$ cat src/rtl/trigger_pkg.sv
// Purpose : shared definitions for the trigger path (match-mode encodings).
// Latency : n/a (types and constants only).
// Backpr. : n/a.
// Contents: trg_mod_t - per-channel event mode carried on cfg_mod[2i +: 2].
package trigger_pkg;

    typedef enum logic [1:0] {
        TRG_MOD_LVL  = 2'd0,   // event = current level match
        TRG_MOD_RISE = 2'd1,   // event on 0->1 of the level match
        TRG_MOD_FALL = 2'd2,   // event on 1->0 of the level match
        TRG_MOD_ANY  = 2'd3    // event on any change of the level match
    } trg_mod_t;

endpackage

$ cat src/rtl/trigger_match_channel.sv
// Purpose : one trigger match channel: masked compare, stage-1 match bit, edge detect.
// Latency : m1 one cycle after sti_transfer; evt is combinational from m1/prv.
// Backpr. : none; every transferred sample is captured.
// Ports   : clk, rst (async active-high); cfg_val/cfg_msk (SDW) compare setup;
//           cfg_mod, v1, seen (only with TRIGGER_MATCH_EDGE_EN) edge control;
//           sti_transfer/sti_data input sample; evt stage-2 event (comb).
// Macro   : TRIGGER_MATCH_EDGE_EN enables prv and the rise/fall/any modes.
module trigger_match_channel
    import trigger_pkg::*;
#(
    parameter int SDW = 32
) (
    input  logic           clk,
    input  logic           rst,
    input  logic [SDW-1:0] cfg_val,
    input  logic [SDW-1:0] cfg_msk,
`ifdef TRIGGER_MATCH_EDGE_EN
    input  trg_mod_t       cfg_mod,
    input  logic           v1,
    input  logic           seen,
`endif
    input  logic           sti_transfer,
    input  logic [SDW-1:0] sti_data,
    output logic           evt
);

    logic lvl;
    logic m1;

    // A val bit outside the mask makes this channel unmatchable; that is
    // deliberate and left uncorrected.
    assign lvl = ((sti_data & cfg_msk) == cfg_val);

    // m1 holds across idle cycles so idle gaps never fabricate edges.
    always_ff @(posedge clk or posedge rst) begin
        if (rst) begin
            m1 <= 1'b0;
        end else if (sti_transfer) begin
            m1 <= lvl;
        end
    end

`ifdef TRIGGER_MATCH_EDGE_EN
    logic prv;

    // prv follows only transferred samples, and mode changes leave it alone.
    always_ff @(posedge clk or posedge rst) begin
        if (rst) begin
            prv <= 1'b0;
        end else if (v1) begin
            prv <= m1;
        end
    end

    always_comb begin
        evt = m1;
        case (cfg_mod)
            TRG_MOD_LVL:  evt = m1;
            TRG_MOD_RISE: evt = m1 & ~prv & seen;
            TRG_MOD_FALL: evt = ~m1 & prv & seen;
            TRG_MOD_ANY:  evt = (m1 ^ prv) & seen;
            default:      evt = m1;
        endcase
    end
`else
    assign evt = m1;
`endif

endmodule

$ cat src/rtl/trigger_match.sv
// Purpose : TAW-channel value/mask trigger matcher producing a registered event vector.
// Latency : 2 cycles, sti_transfer at N -> sto_transfer at N+2, one sample per clock.
// Backpr. : none; every input transfer yields exactly one output transfer.
// Ports   : clk, rst (async active-high); cfg_val/cfg_msk (TAW*SDW), cfg_mod (TAW*2);
//           sti_transfer/sti_data input sample; sto_transfer/sto_tevent event output.
// Macro   : TRIGGER_MATCH_EDGE_EN enables edge modes; otherwise every channel is level.
module trigger_match
    import trigger_pkg::*;
#(
    parameter int SDW = 32,
    parameter int TAW = 4
) (
    input  logic               clk,
    input  logic               rst,
    input  logic [TAW*SDW-1:0] cfg_val,
    input  logic [TAW*SDW-1:0] cfg_msk,
    input  logic [TAW*2-1:0]   cfg_mod,
    input  logic               sti_transfer,
    input  logic [SDW-1:0]     sti_data,
    output logic               sto_transfer,
    output logic [TAW-1:0]     sto_tevent
);

    logic           v1;
    logic [TAW-1:0] evt;

`ifdef TRIGGER_MATCH_EDGE_EN
    // seen gates edge events until one sample has passed stage 2 since reset.
    logic seen;
`else
    // cfg_mod has no effect when only level matching is built.
    logic unused_mod;
    assign unused_mod = ^cfg_mod;
`endif

    for (genvar i = 0; i < TAW; i++) begin : g_ch
        trigger_match_channel #(
            .SDW (SDW)
        ) u_ch (
            .clk          (clk),
            .rst          (rst),
            .cfg_val      (cfg_val[i*SDW +: SDW]),
            .cfg_msk      (cfg_msk[i*SDW +: SDW]),
`ifdef TRIGGER_MATCH_EDGE_EN
            .cfg_mod      (trg_mod_t'(cfg_mod[2*i +: 2])),
            .v1           (v1),
            .seen         (seen),
`endif
            .sti_transfer (sti_transfer),
            .sti_data     (sti_data),
            .evt          (evt[i])
        );
    end

    // sto_tevent holds between transfers; consumers qualify with sto_transfer.
    always_ff @(posedge clk or posedge rst) begin
        if (rst) begin
            v1           <= 1'b0;
            sto_transfer <= 1'b0;
            sto_tevent   <= '0;
`ifdef TRIGGER_MATCH_EDGE_EN
            seen         <= 1'b0;
`endif
        end else begin
            v1           <= sti_transfer;
            sto_transfer <= v1;
            if (v1) begin
                sto_tevent <= evt;
`ifdef TRIGGER_MATCH_EDGE_EN
                seen       <= 1'b1;
`endif
            end
        end
    end

endmodule

$ cat config.mk
export PLATFORM = sky130hd
export DESIGN_NAME = trigger_match
export DESIGN_NICKNAME = d
export VERILOG_FILES = /design/src/rtl/trigger_pkg.sv /design/src/rtl/trigger_match_channel.sv /design/src/rtl/trigger_match.sv
export SDC_FILE = /design/constraint.sdc
export NUM_CORES = 1
export LEC_CHECK = 0
export CAP_MARGIN = 15
export CORE_AREA = 2 2 118 120
export CTS_BUF_LIST = sky130_fd_sc_hd__clkbuf_16
export DETAILED_ROUTE_END_ITERATION = 16
export DIE_AREA = 0 0 120 122
export GPL_ROUTABILITY_DRIVEN = 1
export GPL_TIMING_DRIVEN = 0
export PLACE_DENSITY_LB_ADDON = 0.15
export SKIP_LAST_GASP = 1
export SLEW_MARGIN = 20
export SYNTH_ARGS = -nofsm -noshare
export SYNTH_HDL_FRONTEND = slang
export SYNTH_SLANG_ARGS = --single-unit
export TNS_END_PERCENT = 20
$ cat constraint.sdc
create_clock -name clk -period 1.8 [get_ports clk]
set_input_delay 0.36 -clock clk [delete_from_list [all_inputs] [get_ports clk]]
set_output_delay 0.36 -clock clk [all_outputs]
set_load 0.005 [all_outputs]
# Yosys cells after proc, flatten, opt, wreduce, memory -nomap -nowiden

Index checks and enable logic that the tools add are counted.

Memory bits (read-only): 0
Output and inout bits: 5
Bits in latches: 0
Logic and storage cells: 15
Bits in registers: 10
Bits in writable memories: 0
Input bits: 299
Memories: 0

Shifts and indexed selects: 0
Reduce and logical (&&, ||, !) cells: 0
Bitwise logic cells: 4
Div/mod/pow operators: 0
Multiplexer cells: 0
Magnitude comparators: 0
$add $sub $neg: 0
Multipliers: 0
Eq/ne operators: 4

Operators by type and width:

| cell                 | number |
|---|---|
| bitwise AND 32 bit   | 4 |
| equality test 32 bit | 4 |

# Depth between registers and ports, before layout

Gate-level depths: netlist of the first run.

Depth after elaboration: 2
Depth in mapped cells: 5
Gate-level depth less buffers: 5

# Hierarchy

Synthesis of the first run repeated with hierarchy kept, for this count alone.

Cell total of the unflattened synthesis: 327
Area, all modules: 2255.9 um^2

By module, submodules not included:

| module                | cells each | area each (um^2) | sequential area each (um^2) | times used |
|---|---|---|---|---|
| trigger_match_channel | 79         | 514.2            | 25.0                        | 4 |
| trigger_match         | 11         | 198.9            | 150.1                       | 1 |

# Worst setup path after synthesis of the first run

OpenSTA, ideal clock, no wires.

Kind: in2reg
From: input port sti_data[15]
To: register g_ch[0].u_ch.m1
Cell stages on the path: 5
Path buffers: 0
Required time: 1.699 ns
Slack: 0.587 ns
Library setup time: 0.101 ns
Arrival: 1.113 ns
Path through: nand2_1 > xnor2_1 > nor4_1 > nand3_1 > o32ai_1

Cells in the longest elaborated chain, start to end: 2

RTL lines:

| what                 | RTL line                    | source |
|---|---|---|
| from (decl)          | trigger_match.sv:19         | `input logic [SDW-1:0] sti_data,` |
| bitwise AND 32 bit   | trigger_match_channel.sv:32 | `assign lvl = ((sti_data & cfg_msk) == cfg_val);` |
| equality test 32 bit | trigger_match_channel.sv:32 |  |
| to (signal assigned) | trigger_match_channel.sv:39 | `m1 <= lvl;` |
| to (decl)            | trigger_match_channel.sv:28 | `logic m1;` |

Every way passes these cells.
A chain may end at the register's enable or synchronous reset.

# Worst setup path in the final report of the first run

From: input port cfg_msk[66]
To: register g_ch[2].u_ch.m1

Cells in the longest elaborated chain, start to end: 2

RTL lines:

| what                 | RTL line                    | source |
|---|---|---|
| from (decl)          | trigger_match.sv:16         | `input logic [TAW*SDW-1:0] cfg_msk,` |
| bitwise AND 32 bit   | trigger_match_channel.sv:32 |  |
| equality test 32 bit | trigger_match_channel.sv:32 |  |
| to (signal assigned) | trigger_match_channel.sv:39 |  |
| to (decl)            | trigger_match_channel.sv:28 |  |

Every way passes these cells.

==> run metrics, run 1 <==
status complete, no violations; layout cells sized above 1 0.0482; post-route insts no fill 803; Layout Nets 923; critical path startpoint category primary input; unrepaired setup endpoints after global routing yes; via density per instance 4.00; Arrival @ worst endpoint 1860 ps; area grow syn2layout 153%; root buffer cell clkbuf_16; GRT Total Usage 0.172; crit end category flop; Tightest Hold Check Type in -> async; reg2reg start v1; worst slew pin tran 421 ps; die height 122 um; Max-slew headroom 0.717; Final Max Tran Viols 0; Hold Slack 419 ps; Filler Cells Inserted 1437; routed vias 3208; mapped cell area 2220 um^2; Net Sw Frac 0.277; largest net degree at the start of global routing 11; std cell rows 43; crit-path max FO 1; Starting Density 0.164; Design Area, Final 5600 um^2; TritonRoute pass-1 iters 4; antenna violations before repair 0; Clock power frac 0.220; dpl hpwl 12.3 mm; n_diodes 0; Achievable Freq 579 MHz; DRC 0; TritonCTS Buffers 3; post-synthesis sequential area ratio 0.113; global-route wire length before repair 18.7 mm; CTS Sinks 10; Iteration-0 DRC Markers 50; average size of a mapped cell 6.84 um^2; dpl cells 799; Synth Warn # 0; CTS H-tree lvls 1; die width 120 um; FF-to-FF End sto_tevent[1]; CTS clk-pin slew, worst paths 40 ps; VDD IR-drop max 0.212 mV; flops & latches, synth 10; Max Buffers Root-to-Sink 2; number of global-route vias before repair 3394; CTS tree done; final setup violation count 0; Fin. Hold Viols 0; grt ovf 0; Required @ worst endpoint 1940 ps; final cycle utilization of the critical path 0.959; IO Count 304; Tmin final 1730 ps; Pwr Total 1.78 mW; Synth cell types 12; Cell Area, Placed 5390 um^2; Mapped Cells 324; Combinational Power Share 0.651; leakage 2.06 nW; WS Path Type in -> reg; Port Buffers 295; net switching power 494 uW; Setup Buffers After CTS 0; Pint 1.29 mW; drt wl/cell 16.7 um; GPL Wtd Cong 0.758; die area 14600 um^2; Seq pwr share 0.129; Detailed Route WL 13.4 mm; power per cell area 318 nW/um^2; core box area 13500 um^2; syn_nets 623; Max Cap Violations 0; r2r worst-path depth 1; R2R Setup Slk 870 ps; Clock Latency Late Sink 240 ps; clock skew 1.99 ps; post-route antenna net violation count 0
power groups by stage:
stage                     combinational, mW  sequential, mW  clock (mW)
after floorplan                       0.364           0.233           0
after global placement                 1.14           0.234           0
after detailed placement               1.15           0.234           0
after CTS                              1.18           0.231       0.398
after global routing                   1.25           0.231       0.409
final                                  1.16           0.231       0.392
worst max-delay path by stage:
| stage | start | to | slack [ps] | depth (start not counted) |
|---|---|---|---|---|
| 2_1_floorplan | sti_data[15] | g_ch[0].u_ch.evt | 590 | 5 |
| 3_3_place_gp | sti_data[28] | g_ch[2].u_ch.evt | -580 | 6 |
| 3_5_place_dp | sti_data[28] | g_ch[2].u_ch.evt | -660 | 6 |
| 4_1_cts | cfg_msk[77] | g_ch[2].u_ch.evt | -9 | 6 |
| 5_1_grt | sti_data[12] | g_ch[0].u_ch.evt | -30 | 6 |
| 6_report | cfg_msk[66] | g_ch[2].u_ch.evt | 70 | 6 |
timing repair:
item	CTS	global route
gates resized for setup	48	9
endpoints found under the hold margin	0	0
setup endpoints to repair	4	4
hold buffers	0	0
pin swaps	15	11
sequential cells by signal (all words and copies together) (netlist names):
signal         count
v1                 1
sto_tevent         4
g_ch.u_ch.evt      4
sto_transfer       1
logic make-up (layout without fill, tap and decap cells):
kind of cell              after synthesis  in the layout  synth area share
AOI/OAI and AO/OA                       4              4            0.0158
xor gates and xnor gates              128            128             0.506
buffers and inverters                   6            305            0.0107
DFF                                    10             10             0.113
muxes                                   4              4            0.0203
and+or+nand+nor                       172            172             0.334
layer usage:
metal	global-route usage	up-vias	routed length, um
li1	-	1661	-
met1	0.201	1391	5230
met2	0.323	143	7020
met3	0.0393	13	979
met4	0.0272	0	151
met5	0	-	0
cell usage after synthesis:
library cell	instances	area [um^2]
clkbuf_2	1	5.00
nand2_1	128	480
nand3_1	8	40.0
nand4_1	4	25.0
dfrtp_1	10	250
nor4_1	28	175
xor2_1	4	35.0
o32ai_1	4	35.0
inv_1	5	18.8
mux2_2	4	45.0
nor3_1	4	20.0
xnor2_1	124	1090
layout make-up:
type	count	area, um^2	share of cell area
timing repair buffer	295	2930	0.523
multi-input combinational	308	2090	0.374
sequential	10	250	0.0447
tap	180	225	0.0403
clock buffer	3	75.1	0.0134
inverter	5	18.8	0.00335
buffer	1	5.00	0.000894
clock inverter	1	3.75	0.000671
metrics by stage:
| step | setup slack, ps | TNS (ps) | util |
|---|---|---|---|
| after detailed placement | -665 | -2250 | 0.399 |
| after floorplan | 587 | 0 | - |
| after CTS | -9.46 | -10.6 | 0.411 |
| final | 73.3 | 0 | 0.414 |
| after global routing | -33.0 | -89.4 | 0.414 |
| after global placement | -578 | -2180 | 0.399 |
worst max-delay path, stage by stage:
cell             delay (ps)
clkdlybuf4s50_1         450
nand2_1                  60
xnor2_1                 150
nor4_2                  350
nand4_1                 230
o32ai_2                 250
placed cells by master (no fill, tap or decap), types with 3 or more instances in the layout:
cell,count
nor3_1,4
inv_1,5
nand3_1,8
xnor2_1,122
dlymetal6s2s_1,3
o32ai_2,3
nand2_1,127
nand4_1,4
dfrtp_1,10
nor4_1,12
clkdlybuf4s50_1,263
xor2_1,4
mux2_2,4
dlygate4sd2_1,27
clkbuf_16,3
nor4_2,15
Power figures use the tool's default switching activity.
==> run 2, diff against run 1 <==
--- a/config.mk
+++ b/config.mk
@@ -6,10 +6,10 @@
 export NUM_CORES = 1
 export LEC_CHECK = 0
 export CAP_MARGIN = 15
-export CORE_AREA = 2 2 118 120
+export CORE_AREA = 2 2 117 119
 export CTS_BUF_LIST = sky130_fd_sc_hd__clkbuf_16
 export DETAILED_ROUTE_END_ITERATION = 16
-export DIE_AREA = 0 0 120 122
+export DIE_AREA = 0 0 119 121
 export GPL_ROUTABILITY_DRIVEN = 1
 export GPL_TIMING_DRIVEN = 0
 export PLACE_DENSITY_LB_ADDON = 0.15
@@ -17,5 +17,6 @@
 export SLEW_MARGIN = 20
 export SYNTH_ARGS = -nofsm -noshare
 export SYNTH_HDL_FRONTEND = slang
+export SYNTH_HIERARCHICAL = 1
 export SYNTH_SLANG_ARGS = --single-unit
 export TNS_END_PERCENT = 20
==> run metrics, run 2 <==
std cell rows 42 (was 43); Yosys top cell by area xnor2_1 (unchanged); routed vias 3245 (was 3208); Max Buffers Root-to-Sink 2 (unchanged); GPL Wtd Cong 0.867 (was 0.758); post-route antenna net violation count 0 (unchanged); flops & latches, synth 10 (unchanged); DRC 0 (unchanged); syn_nets 626 (was 623); grt ovf 0 (unchanged); Arrival @ worst endpoint 1880 ps (was 1860 ps); Fin. Hold Viols 0 (unchanged); final core occ 0.431 (was 0.414); area grow syn2layout 150% (was 153%); post-route insts no fill 802 (was 803); mux contribution to synthesized area 0.0200 (was 0.0203); global-route wire length before repair 17.5 mm (was 18.7 mm); Hold Slack 387 ps (was 419 ps); die width 119 um (was 120 um); Worst Setup Slack, final 65.1 ps (was 73.3 ps); Iteration-0 DRC Markers 82 (was 50); simple-gate share of the synthesized area 0.328 (was 0.334); Filler Cells Inserted 1340 (was 1437); power per cell area 313 nW/um^2 (was 318 nW/um^2); CTS H-tree lvls 1 (unchanged); Post-Synth Adder-Cell Area 0 (unchanged); final cycle utilization of the critical path 0.964 (was 0.959); crit end category flop (unchanged); post-synth top area share 0.481 (was 0.490); synth top area cells xnor2_1 48%, nand2_1 21%, dfrtp_1 11% (was xnor2_1 49%, nand2_1 22%, dfrtp_1 11%); leakage 2.12 nW (was 2.06 nW); number of global-route vias before repair 3529 (was 3394); CTS Sinks 10 (unchanged); antenna violations before repair 0 (unchanged); unrepaired setup endpoints after global routing yes (unchanged); Post-synth ARST share 1.00 (unchanged); die area 14400 um^2 (was 14600 um^2); Synth Warn # 6 (was 0); mapped cell area 2260 um^2 (was 2220 um^2); number of flops mapped to enable cells by yosys 0 (unchanged); VDD IR-drop max 0.272 mV (was 0.212 mV); root buffer cell clkbuf_16 (unchanged); via density per instance 4.05 (was 4.00); largest family of logic cells by synthesized area XOR/XNOR gates (unchanged); average size of a mapped cell 6.90 um^2 (was 6.84 um^2); Tmin final 1730 ps (about the same); dpl cells 798 (was 799); Setup Buffers After CTS 0 (unchanged); Port Buffers 295 (unchanged); status complete, no violations (unchanged); CTS clk-pin slew, worst paths 40 ps (about the same); crit-path max FO 4 (was 1); GRT Total Usage 0.157 (was 0.172); final setup violation count 0 (unchanged); predominant post-synthesis flop cell dfrtp_1 (unchanged); layout cells sized above 1 0.0511 (was 0.0482); n_diodes 0 (unchanged); dpl hpwl 11.1 mm (was 12.3 mm); Required @ worst endpoint 1940 ps (about the same); critical path startpoint category primary input (unchanged); CTS tree done (unchanged); die height 121 um (was 122 um); Achievable Freq 576 MHz (was 579 MHz); largest net degree at the start of global routing 10 (was 11); IO Count 304 (unchanged); most common cell after layout, fill and taps aside clkdlybuf4s50_1 (unchanged); Tightest Hold Check Type in -> async (unchanged); Compound-Gate Fraction of Synth Area 0.0288 (was 0.0158); Layout Nets 926 (was 923); worst slew pin tran 406 ps (was 421 ps); Clock Latency Late Sink 240 ps (about the same); TritonRoute pass-1 iters 4 (unchanged); worst slack, placed -518 ps (was -665 ps); post-synthesis sequential area ratio 0.111 (was 0.113); drt wl/cell 15.1 um (was 16.7 um); Detailed Route WL 12.1 mm (was 13.4 mm); Max-slew headroom 0.728 (was 0.717); commonest cells after routing, fill and taps aside 266 x clkdlybuf4s50_1, 127 x nand2_1, 123 x xnor2_1 (was 263 x clkdlybuf4s50_1, 127 x nand2_1, 122 x xnor2_1); Cell Area, Placed 5430 um^2 (was 5390 um^2); Max Cap Violations 0 (unchanged); Post-Synth XOR/XNOR Area 0.497 (was 0.506); Mapped Cells 327 (was 324); core box area 13100 um^2 (was 13500 um^2); Final Max Tran Viols 0 (unchanged); synth cell count leaders 128 x nand2_1, 124 x xnor2_1, 28 x nor4_1, 10 x dfrtp_1, 9 x inv_1 (was 128 x nand2_1, 124 x xnor2_1, 28 x nor4_1, 10 x dfrtp_1, 8 x nand3_1); Design Area, Final 5640 um^2 (was 5600 um^2); Synth cell types 11 (was 12); TritonCTS Buffers 3 (unchanged); clock skew 1.80 ps (was 1.99 ps); WS Path Type in -> reg (unchanged); most numerous cell in the Yosys netlist nand2_1 (unchanged); Starting Density 0.172 (was 0.164)
[run 2: cell count changes after synthesis, sizes merged]
cell / change
inv: +4
clkbuf: -1
[run 2: timing repair]
item                       in CTS  in global routing
pin swaps                      13                 16
resized for setup              31                 19
setup endpoints to repair       4                  4
hold buffers                    0                  0
[run 2: cells by family after synthesis]
group                  after synthesis
AND/OR/NAND/NOR                    172
XOR/XNOR                           128
flip-flops                          10
buffers and inverters                9
AO/OA/AOI/OAI                        4
multiplexers                         4
[run 2: final cells by class]
cell class,count,area [um^2],area share
Tap cell,176,220,0.0391
Clock inverter,1,3.75,0.000666
Multi-Input combinational cell,308,2100,0.372
Inverter,9,33.8,0.00599
Sequential cell,10,250,0.0444
Clock buffer,3,75.1,0.0133
Timing Repair Buffer,295,2950,0.524
[run 2: path summary, 6_finish.rpt]
kind	depth (start not counted)	to	slack, ps	from
min	2	g_ch[2].u_ch/evt	390	rst
max reg2reg	1	sto_tevent[1]	890	v1
min reg2reg	0	sto_transfer	490	v1
min in group clk	0	sto_transfer	490	v1
max in group asynchronous	2	sto_tevent[2]	1150	rst
max	6	g_ch[1].u_ch/evt	70	sti_data[0]
[run 2: per-stage QoR]
stage | total power [mW] | TNS [ps]
after CTS | 1.76 | -29.9
after floorplan | 0.596 | 0
after global placement | 1.34 | -1870
final | 1.76 | 0
after detailed placement | 1.35 | -1870
after global routing | 1.87 | -41.2
[run 2: worst max-delay path, cell delays in order]
cell and delay [ps]:
clkdlybuf4s50_1 570, nand2_1 90, xnor2_1 130, nor4_1 310, nand3_1 150, o32ai_2 270
[run 2: layer usage]
layer,global-route usage,part of all wire
met1,0.159,0.35
met3,0.0320,0.064
met2,0.328,0.57
met4,0.0298,0.016
met5,0,0
[run 2: power by group]
group	leakage, nW	switching, mW	internal (mW)
Sequential	0.135	0.00212	0.228
Clock	0.0385	0.103	0.291
Combinational	1.95	0.366	0.773
Total	2.12	0.471	1.29
